===== src/rtl/muldiv_unit_pkg.sv =====
// Shared types for the iterative RV32M multiply/divide unit.
package muldiv_unit_pkg;

    localparam int XLEN     = 32;
    localparam int ROB_IX_W = 3;
    localparam int OP_W     = 4;
    localparam int CNT_W    = $clog2(XLEN) + 1;

    typedef enum logic [OP_W-1:0] {
        FUNC_MUL    = 4'd0,
        FUNC_MULH   = 4'd1,
        FUNC_MULHSU = 4'd2,
        FUNC_MULHU  = 4'd3,
        FUNC_DIV    = 4'd4,
        FUNC_DIVU   = 4'd5,
        FUNC_REM    = 4'd6,
        FUNC_REMU   = 4'd7
    } muldiv_func_e;

    typedef struct packed {
        logic [ROB_IX_W-1:0] rob_ix;
        logic [XLEN-1:0]     value;
    } cdb_result_t;

endpackage


===== src/rtl/muldiv_core.sv =====
// Iterative datapath: shift-add multiply / restoring divide on operand magnitudes,
// with sign correction folded into the final step.
module muldiv_core
    import muldiv_unit_pkg::*;
(
    input  logic            clk_in,
    input  logic            rst_in,
    input  logic            start,
    input  logic            step,
    input  logic            op_is_div,
    input  logic            finish,
    input  muldiv_func_e    func,
    input  logic [XLEN-1:0] a,
    input  logic [XLEN-1:0] b,
    output logic [XLEN-1:0] result
);

    logic [XLEN-1:0]   hi, lo, mcand;
    logic              is_div, sel_alt, neg_main, neg_rem;

    logic              a_signed, b_signed, sa_neg, sb_neg;
    logic [XLEN-1:0]   mag_a, mag_b;
    logic [XLEN:0]     mul_sum, div_shift, div_diff;
    logic [XLEN-1:0]   hi_nxt, lo_nxt, quo_fix, rem_fix;
    logic [2*XLEN-1:0] prod, prod_fix;

    always_comb begin
        a_signed = func inside {FUNC_MULH, FUNC_MULHSU, FUNC_DIV, FUNC_REM};
        b_signed = func inside {FUNC_MULH, FUNC_DIV, FUNC_REM};
        sa_neg   = a_signed & a[XLEN-1];
        sb_neg   = b_signed & b[XLEN-1];
        mag_a    = sa_neg ? -a : a;
        mag_b    = sb_neg ? -b : b;
    end

    // Remainder is always below the divisor, so bit XLEN of the difference is a clean borrow.
    always_comb begin
        mul_sum   = {1'b0, hi} + (lo[0] ? {1'b0, mcand} : '0);
        div_shift = {hi, lo[XLEN-1]};
        div_diff  = div_shift - {1'b0, mcand};
        if (is_div) begin
            hi_nxt = div_diff[XLEN] ? div_shift[XLEN-1:0] : div_diff[XLEN-1:0];
            lo_nxt = {lo[XLEN-2:0], ~div_diff[XLEN]};
        end else begin
            hi_nxt = mul_sum[XLEN:1];
            lo_nxt = {mul_sum[0], lo[XLEN-1:1]};
        end
        prod     = {hi_nxt, lo_nxt};
        prod_fix = neg_main ? -prod : prod;
        quo_fix  = neg_main ? -lo_nxt : lo_nxt;
        rem_fix  = neg_rem ? -hi_nxt : hi_nxt;
        if (is_div) begin
            result = sel_alt ? rem_fix : quo_fix;
        end else begin
            result = sel_alt ? prod_fix[2*XLEN-1:XLEN] : prod_fix[XLEN-1:0];
        end
    end

    always_ff @(posedge clk_in) begin
        if (rst_in) begin
            hi       <= '0;
            lo       <= '0;
            mcand    <= '0;
            is_div   <= 1'b0;
            sel_alt  <= 1'b0;
            neg_main <= 1'b0;
            neg_rem  <= 1'b0;
        end else if (start) begin
            hi       <= '0;
            lo       <= op_is_div ? mag_a : mag_b;
            mcand    <= op_is_div ? mag_b : mag_a;
            is_div   <= op_is_div;
            sel_alt  <= op_is_div ? (func inside {FUNC_REM, FUNC_REMU}) : (func != FUNC_MUL);
            neg_main <= sa_neg ^ sb_neg;
            neg_rem  <= sa_neg;
        end else if (step) begin
            if (finish) begin
                hi <= '0;
                lo <= result;
            end else begin
                hi <= hi_nxt;
                lo <= lo_nxt;
            end
        end
    end

endmodule


===== src/rtl/muldiv_unit.sv =====
// RV32M multiply/divide functional unit: dispatch FSM, fast-path results and CDB handshake.
//  state  | meaning
//  IDLE   | waiting for a dispatched op
//  BUSY   | one datapath iteration per cycle
//  DONE   | result held, requesting the CDB until granted
module muldiv_unit
    import muldiv_unit_pkg::*;
(
    input  logic                clk_in,
    input  logic                rst_in,
    input  logic                valid_in,
    input  logic [XLEN-1:0]     rval1_in,
    input  logic [XLEN-1:0]     rval2_in,
    input  logic [OP_W-1:0]     opcode_in,
    input  logic [ROB_IX_W-1:0] rob_ix_in,
    output logic                fu_busy_out,
    output logic                cdb_req_out,
    input  logic                cdb_grant_in,
    output logic [ROB_IX_W-1:0] cdb_rob_ix_out,
    output logic [XLEN-1:0]     cdb_value_out
);

    typedef enum logic [1:0] {S_IDLE, S_BUSY, S_DONE} state_e;

    state_e          state;
    logic [CNT_W-1:0] cnt;
    cdb_result_t     held;

    logic            op_illegal, op_is_div, b_zero, div_ovf, fast_hit, accept, last_iter;
    logic [XLEN-1:0] fast_value, core_result;

    always_comb begin
        op_illegal = opcode_in[OP_W-1];
        op_is_div  = opcode_in[2] & ~op_illegal;
        b_zero     = (rval2_in == '0);
        div_ovf    = (opcode_in == FUNC_DIV || opcode_in == FUNC_REM)
                     && (rval1_in == {1'b1, {(XLEN-1){1'b0}}}) && (rval2_in == '1);
        fast_hit   = op_illegal || (op_is_div && b_zero) || div_ovf;
        fast_value = '0;
        if (!op_illegal && op_is_div && b_zero) begin
            fast_value = opcode_in[1] ? rval1_in : '1;
        end else if (div_ovf && !opcode_in[1]) begin
            fast_value = rval1_in;
        end
        accept    = (state == S_IDLE) && valid_in;
        last_iter = (state == S_BUSY) && (cnt == CNT_W'(XLEN - 1));
    end

    muldiv_core u_core (
        .clk_in    (clk_in),
        .rst_in    (rst_in),
        .start     (accept && !fast_hit),
        .step      (state == S_BUSY),
        .op_is_div (op_is_div),
        .finish    (last_iter),
        .func      (muldiv_func_e'(opcode_in)),
        .a         (rval1_in),
        .b         (rval2_in),
        .result    (core_result)
    );

    // Request rises one edge after entering DONE, so fast-path and iterative results share timing.
    always_ff @(posedge clk_in) begin
        if (rst_in) begin
            state       <= S_IDLE;
            cnt         <= '0;
            held        <= '0;
            fu_busy_out <= 1'b0;
            cdb_req_out <= 1'b0;
        end else begin
            case (state)
                S_IDLE: begin
                    if (valid_in) begin
                        held.rob_ix <= rob_ix_in;
                        cnt         <= '0;
                        fu_busy_out <= 1'b1;
                        if (fast_hit) begin
                            held.value <= fast_value;
                            state      <= S_DONE;
                        end else begin
                            state <= S_BUSY;
                        end
                    end
                end
                S_BUSY: begin
                    cnt <= cnt + 1'b1;
                    if (last_iter) begin
                        held.value <= core_result;
                        state      <= S_DONE;
                    end
                end
                S_DONE: begin
                    if (!cdb_req_out) begin
                        cdb_req_out <= 1'b1;
                    end else if (cdb_grant_in) begin
                        cdb_req_out <= 1'b0;
                        fu_busy_out <= 1'b0;
                        state       <= S_IDLE;
                    end
                end
                default: state <= S_IDLE;
            endcase
        end
    end

    assign cdb_rob_ix_out = held.rob_ix;
    assign cdb_value_out  = held.value;

endmodule


===== config.mk =====
export PLATFORM = sky130hd
export DESIGN_NAME = muldiv_unit
export DESIGN_NICKNAME = d
export VERILOG_FILES = /design/src/rtl/muldiv_unit_pkg.sv /design/src/rtl/muldiv_core.sv /design/src/rtl/muldiv_unit.sv
export SDC_FILE = /design/constraint.sdc
export NUM_CORES = 1
export LEC_CHECK = 0
export CAP_MARGIN = 20
export CORE_AREA = 3 3 191 193
export CTS_CLUSTER_SIZE = 30
export DETAILED_ROUTE_END_ITERATION = 8
export DIE_AREA = 0 0 194 196
export PLACE_DENSITY = 0.71
export SLEW_MARGIN = 20
export SYNTH_ARGS = -nofsm -noshare
export SYNTH_HDL_FRONTEND = slang
export SYNTH_HIERARCHICAL = 1
export SYNTH_SLANG_ARGS = --single-unit

===== constraint.sdc =====
create_clock -name clk_in -period 4.88 [get_ports clk_in]
set_input_delay 0.488 -clock clk_in [delete_from_list [all_inputs] [get_ports clk_in]]
set_output_delay 0.488 -clock clk_in [all_outputs]
set_load 0.02 [all_outputs]

**Yosys cells after proc, flatten, opt, wreduce, memory -nomap -nowiden**

Cells that the tools add are included.

- Logic and storage cells: 112
- Register bits: 145

- Equal/unequal tests: 15
- Reduce and logical (&&, ||, !) cells: 30
- Bitwise gates (word level): 6
- Multiplexer cells: 40
- Add/subtract/negate cells: 8

Operators by type and width:

| operator | count |
|---|---|
| 2-to-1 mux 32 bit | 23 |
| negation 32 bit | 4 |
| equality test 32 bit, second input constant | 2 |
| 2-to-1 mux 64 bit | 1 |
| negation 64 bit | 1 |
| case mux 32 bit (2 select lines) | 1 |
| adder 32 x 33 -> 33 bit | 1 |
| subtractor 33 x 32 -> 33 bit | 1 |
| logical NOT 32 bit | 1 |
| equality test 4 x 3 -> 1 bit, second input constant | 3 |
| case mux 6 bit (2 select lines) | 1 |
| AND reduction 4 bit | 3 |
| 2-to-1 mux 2 bit | 5 |
| != test 2 bit, second input constant | 5 |
| logical AND 1 bit | 9 |
| nonzero test 2 bit | 4 |
| nonzero test 4 bit | 2 |
| adder 6 x 1 -> 6 bit, second input constant | 1 |
| equality test 6 x 5 -> 1 bit, second input constant | 1 |
| 2-to-1 mux 1 bit | 6 |
| 2-to-1 mux 6 bit | 1 |
| case mux 2 bit (3 select lines) | 1 |
| equality test 4 x 1 -> 1 bit, second input constant | 1 |
| equality test 4 x 2 -> 1 bit, second input constant | 1 |
| other kinds (12) | 20 |

**Depth between registers and ports, before layout**

- Depth in word-level cells: 10
- Gate-level depth with buffers: 27

**Hierarchy**

The synthesis kept the hierarchy.

By module, submodules not included:

| module | area an instance (um^2) | times used | cells an instance |
|---|---|---|---|
| muldiv_core | 14560.2 | 1 | 2160 |
| muldiv_unit | 2869.0 | 1 | 327 |

**Worst setup path before layout**

No wires, ideal clock.

- Path kind: register -> register
- Start: register u_core.lo[31]
- End: register held, in the netlist cdb_value_out[16]
- Path slack: -80 ps
- Required time: 4734 ps
- Library setup time: 146 ps
- Buffers on the path: 3
- Cell stages (with the launch flop): 27
- Arrival time: 4814 ps
- Cell sequence: dfxtp_1 > inv_1 > ha_1 > fa_1 > nor2b_1 > o31a_1 > o211ai_2 > a211o_1 > buf_6 > nand2_4 > nand2_1 > clkbuf_1 > clkbuf_1 > a21oi_1 > a21oi_1 > inv_1 > ha_1 > inv_1 > a2111oi_2 > nand2_1 > nor3_4 > nor4b_2 > nor3_1 > or4_1 > nand2_1 > and3_1 > a211oi_2

- Word-level cells in the longest chain between the ends: 9
- Elaborated cells on any way between the ends: 16
- Classes of those cells: 4 x add/sub; 11 x mux; 1 x bitwise

Ends and longest elaborated chain:

| what | RTL line | text |
|---|---|---|
| start, declared | muldiv_core.sv:18 | `logic [XLEN-1:0] hi, lo, mcand;` |
| start signal, assigned | muldiv_core.sv:70 | `lo <= op_is_div ? mag_a : mag_b;` |
| start signal, assigned | muldiv_core.sv:79 | `lo <= result;` |
| start signal, assigned | muldiv_core.sv:82 | `lo <= lo_nxt;` |
| subtractor 33 x 32 -> 33 bit | muldiv_core.sv:40 | `div_diff = div_shift - {1'b0, mcand};` |
| 2-to-1 mux 32 bit or NOT 1 bit (tied branches) | muldiv_core.sv:42, muldiv_core.sv:43 |  |
| 2-to-1 mux 32 bit | muldiv_core.sv:41 | `if (is_div) begin` |
| negation 64 bit, or another cell as far along | muldiv_core.sv:49 | `prod_fix = neg_main ? -prod : prod;` |
| 2-to-1 mux 64 bit, or another cell as far along | muldiv_core.sv:49 |  |
| 2-to-1 mux 32 bit (on tied branches) | muldiv_core.sv:55, muldiv_core.sv:53 |  |
| 2-to-1 mux 32 bit * | muldiv_core.sv:52 | `if (is_div) begin` |
| via core_result[16] | muldiv_unit.sv:30 | `logic [XLEN-1:0] fast_value, core_result;` |
| 2-to-1 mux 32 bit * | muldiv_unit.sv:87 | `if (last_iter) begin` |
| case mux 32 bit (2 select lines) * | muldiv_unit.sv:71 | `case (state)` |
| end, declared | muldiv_unit.sv:27 | `cdb_result_t held;` |

Mark *: on every way through the listed nets, which the timed path passes. The rest lies on a longest branch. The select of a mux whose other input is x is not followed.
A chain may end at the register's enable or synchronous reset.

**Worst setup path in the final report**

- Start: register u_core.lo[0]
- End: register held, in the netlist cdb_value_out[31]

- Word-level cells in the longest chain between the ends: 9
- Elaborated cells on any way between the ends: 15
- Classes of those cells: 4 x add/sub; 11 x mux

Ends and longest elaborated chain:

| what | RTL line | text |
|---|---|---|
| 2-to-1 mux 32 bit | muldiv_core.sv:38 | `mul_sum = {1'b0, hi} + (lo[0] ? {1'b0, mcand} : '0);` |
| adder 32 x 33 -> 33 bit | muldiv_core.sv:38 |  |
| 2-to-1 mux 32 bit | muldiv_core.sv:41 |  |
| negation 64 bit, or another cell as far along | muldiv_core.sv:49 |  |
| 2-to-1 mux 64 bit, or another cell as far along | muldiv_core.sv:49 |  |
| 2-to-1 mux 32 bit (on tied branches) | muldiv_core.sv:55, muldiv_core.sv:53 |  |
| 2-to-1 mux 32 bit * | muldiv_core.sv:52 |  |
| via core_result[31] | muldiv_unit.sv:30 |  |
| 2-to-1 mux 32 bit * | muldiv_unit.sv:87 |  |
| case mux 32 bit (2 select lines) * | muldiv_unit.sv:71 |  |

Marks and branches as above.

==> metrics <==
status finished with violations; failing checks DRC; post-route cell area 21700 µm²; Clock power frac between 20% and 30%; post-DP HPWL roughly 61 mm; Post-Synthesis Cells 2487; Die ar. 38000 µm²; HP Class reg -> reg; Worst Setup SP u_core/lo[0]; pwr dens 249 nW/µm²; Fin. Hold Viols 0; vias in the first global route 19800; Reg clk slew, reported paths 80 ps; Max Cap Viol 0; Mapped Nets 2633; die width between 150 and 200 µm; Layout Cells excl Fill 3190; sum of negative setup slack 0 ps; Max Clock Freq 0.207 GHz; Post-synth EDFFs 0; CP Capture Type register; CTS H-tree depth 4; crit path launch type register; DR vias around 21000; largest net degree at the start of global routing between 60 and 70; Reg-to-Reg Start u_core/lo[0]; Critical Path End cdb_value_out[31]; drc violations 2; Req. time, crit path 5210 ps; endpoint of the worst-slack reg-to-reg timing path cdb_value_out[31]; CTS Hold Bufs 0; post-route ant nets 0; DR top layer met4; met3 WL 8.25 mm; RSZ-0062 raised after global routing true; clk buf depth 2; final setup fails 0; syn avg cell area 7.01 µm²; Rows 68; nets 2867; Logic pwr share roughly half; Net Sw Power 2370 µW; GP Congestion 1.05; synthesis-stage register bit count 145; post-placement cell count 3132; Final min period 4830 ps; Cell variety after synth about 110; Routed WL per cell 25.1 µm; share of post-route cells with drive strength above 1 20.3%; final wirelength 80.0 mm; yosys warns 6; Power Total 5390 µW; Worst-Margin Slew 1030 ps; Crit Path Max Fanout 25; Synth Flop Type dfxtp_1; Setup WS pre-CTS -309 ps; Overflow after GRT 0; Max Slew Vio Count 0; Sw Ratio 43.9%; async set-reset flop share out of synthesis 0%; worst endpoint data arrival time between 5000 and 6000 ps; Cell Area, Synth 17400 µm²; period utilization between 90% and 100%; Fill cells between 3000 and 4000; Via density 6.62; Initial Utilization 50.2%; CTS Root Buffer Type clkbuf_16; post-route worst setup slack approximately 54 ps; DP Area 20200 µm²; sequential power share approximately a quarter; first-pass GRT wire length 119 mm; Die Span Y 196 µm; GRT Total Usage 39.9%; IO Count 112; Max VDD drop 0.000271 V; Slew Limit Headroom 31.6%; Leakage ~0.0085 µW; Seq/Total Area, Yosys between 10% and 20%; core area 34700 µm²; Port Buffer Count 111; CTS sink count between 100 and 150; setup slack, reg-to-reg 50 ps; routed wl met2 36.1 mm; total CTS buffers 17; first-pass iteration count of the detailed router 8; Int Pwr slightly above 3000 µW; worst skew pair latency roughly 460 ps; Fin Clk Skew 18.2 ps; Crit Path Class reg -> reg; reg2reg path depth 23; P&R area growth vs syn 24.4%; metal1 wirelength 30.7 mm; CTS tree built; initial antenna violation count 2; Iter 0 DRT Violations 2319
power by group through the flow:
stage,clock network [µW],registers [µW],logic (µW)
4_1_cts,1320,1350,2510
6_report,1300,1360,2720
5_1_grt,1370,1370,2880
3_5_place_dp,0,1380,2460
3_3_place_gp,0,1380,2440
2_1_floorplan,0,1370,1410
flip-flops by register name, indices dropped and copies added, names as in the netlist:
| register | count |
|---|---|
| cdb_req_out | 1 |
| cdb_rob_ix_out | 3 |
| cdb_value_out | 32 |
| cnt | 6 |
| fu_busy_out | 1 |
| state | 2 |
| u_core/hi | 32 |
| u_core/is_div | 1 |
| u_core/lo | 32 |
| u_core/mcand | 32 |
| u_core/neg_main | 1 |
| u_core/neg_rem | 1 |
| u_core/sel_alt | 1 |
area by class of cell:
| cell class | instances | area, µm² | area share [%] |
|---|---|---|---|
| Tap cell | 455 | 569 | 2.63 |
| Timing Repair Buffer | 379 | 3170 | 14.6 |
| Sequential cell | 145 | 2940 | 13.6 |
| Antenna cell | 1 | 2.50 | 0.0115 |
| Clock buffer | 18 | 429 | 1.98 |
| Clock inverter | 14 | 120 | 0.554 |
| Multi-Input combinational cell | 2099 | 14200 | 65.3 |
| Inverter | 79 | 297 | 1.37 |
cells in the final DEF (no fill, tap or decap), drive strengths merged, types with 22 or more instances in the layout:
| cell | n |
|---|---|
| a211oi | 59 |
| a31oi | 30 |
| and2 | 45 |
| buf | 269 |
| o211ai | 66 |
| o21a | 24 |
| o21ai | 191 |
| nand3 | 44 |
| a21oi | 223 |
| clkdlybuf4s50 | 110 |
| nor4 | 40 |
| xnor2 | 95 |
| nand4 | 34 |
| o31ai | 23 |
| nand2 | 263 |
| a21o | 29 |
| xor2 | 63 |
| a22oi | 31 |
| or3 | 22 |
| nor3 | 78 |
| nor2 | 292 |
| mux2i | 76 |
| dfxtp | 145 |
| and3 | 53 |
| inv | 85 |
| ha | 69 |
layer usage:
metal	track usage [%]	vias to the layer above
met2	65.2	1360
met4	19.7	0
met3	7.57	273
li1	-	9595
met1	50.6	9887
met5	0	-
repair_timing:
action | 4_1_cts | 5_1_grt
setup endpoints to repair | 29 | 47
pin swaps | 9 | 43
buffers inserted | 5 | 20
resized for setup | 28 | 152
how the worst min path moves through the flow:
| stage | startpoint | to | slack [ps] | cells after the start |
|---|---|---|---|---|
| after floorplan | u_core/mcand[21] | u_core/mcand[21] | 450 | 2 |
| after global placement | u_core/mcand[21] | u_core/mcand[21] | 470 | 2 |
| after detailed placement | u_core/mcand[21] | u_core/mcand[21] | 480 | 2 |
| after CTS | rst_in | cnt[0] | 480 | 2 |
| after global routing | u_core/mcand[21] | u_core/mcand[21] | 500 | 2 |
| final | u_core/mcand[21] | u_core/mcand[21] | 480 | 2 |
critical path, cell delays in order, from the launching register on:
cell and delay (ps):
dfxtp_1 330, buf_4 160, buf_4 140, buf_12 150
and2_1 170, ha_1 350, buf_4 180, o21ai_0 90
a21oi_1 150, a21boi_2 270, a311oi_2 130, buf_4 180
a211oi_1 440, xnor2_1 240, nor2_1 310, a31oi_1 80
buf_4 180, nor3b_4 250, buf_4 150, mux2i_1 260
o211ai_1 160, nand2_1 80, and3_1 180, a211oi_2 60
metrics by stage:
stage,utilization (%),hold slack [ps]
after floorplan,-,455
after global routing,62.5,497
after detailed placement,58.3,476
after global placement,58.3,471
after CTS,60.2,480
final,62.5,482
cell families (layout without fill, tap and decap cells):
group,count (synthesis),count (layout),share of synthesized area [%]
xor gates and xnor gates,158,158,7.94
DFF,145,145,16.7
other,0,1,0
and+or+nand+nor,954,954,26.8
buffers and inverters,243,490,6.10
muxes,96,96,5.66
adders and majority gates,71,71,5.18
AOI/OAI and AO/OA,820,820,31.7
synth_stat cells (11+ instances only):
| master | number | area share (%) |
|---|---|---|
| a211oi_1 | 26 | 1.1 |
| a211oi_2 | 32 | 2.3 |
| a21o_1 | 29 | 1.2 |
| a21oi_1 | 222 | 6.4 |
| a221oi_1 | 12 | 0.60 |
| a22oi_1 | 31 | 1.3 |
| a31oi_1 | 30 | 1.1 |
| and2_1 | 45 | 1.6 |
| and3_1 | 53 | 1.9 |
| buf_1 | 15 | 0.32 |
| buf_2 | 30 | 0.86 |
| buf_6 | 11 | 0.71 |
| clkbuf_1 | 102 | 2.2 |
| dfxtp_1 | 145 | 17 |
| ha_1 | 69 | 5.0 |
| inv_1 | 74 | 1.6 |
| mux2_2 | 20 | 1.3 |
| mux2i_1 | 76 | 4.4 |
| nand2_1 | 259 | 5.6 |
| nand2b_1 | 13 | 0.47 |
| nand3_1 | 42 | 1.2 |
| nand4_1 | 33 | 1.2 |
| nor2_1 | 291 | 6.3 |
| nor2b_1 | 14 | 0.50 |
| nor3_1 | 76 | 2.2 |
| nor4_1 | 36 | 1.3 |
| o211ai_1 | 63 | 2.7 |
| o21a_1 | 23 | 0.99 |
| o21ai_0 | 179 | 5.1 |
| o21bai_1 | 14 | 0.60 |
| o31ai_1 | 22 | 0.95 |
| or2_2 | 11 | 0.39 |
| or3_1 | 20 | 0.72 |
| xnor2_1 | 95 | 4.8 |
| xor2_1 | 63 | 3.2 |
(Power assumes the default switching activity.)
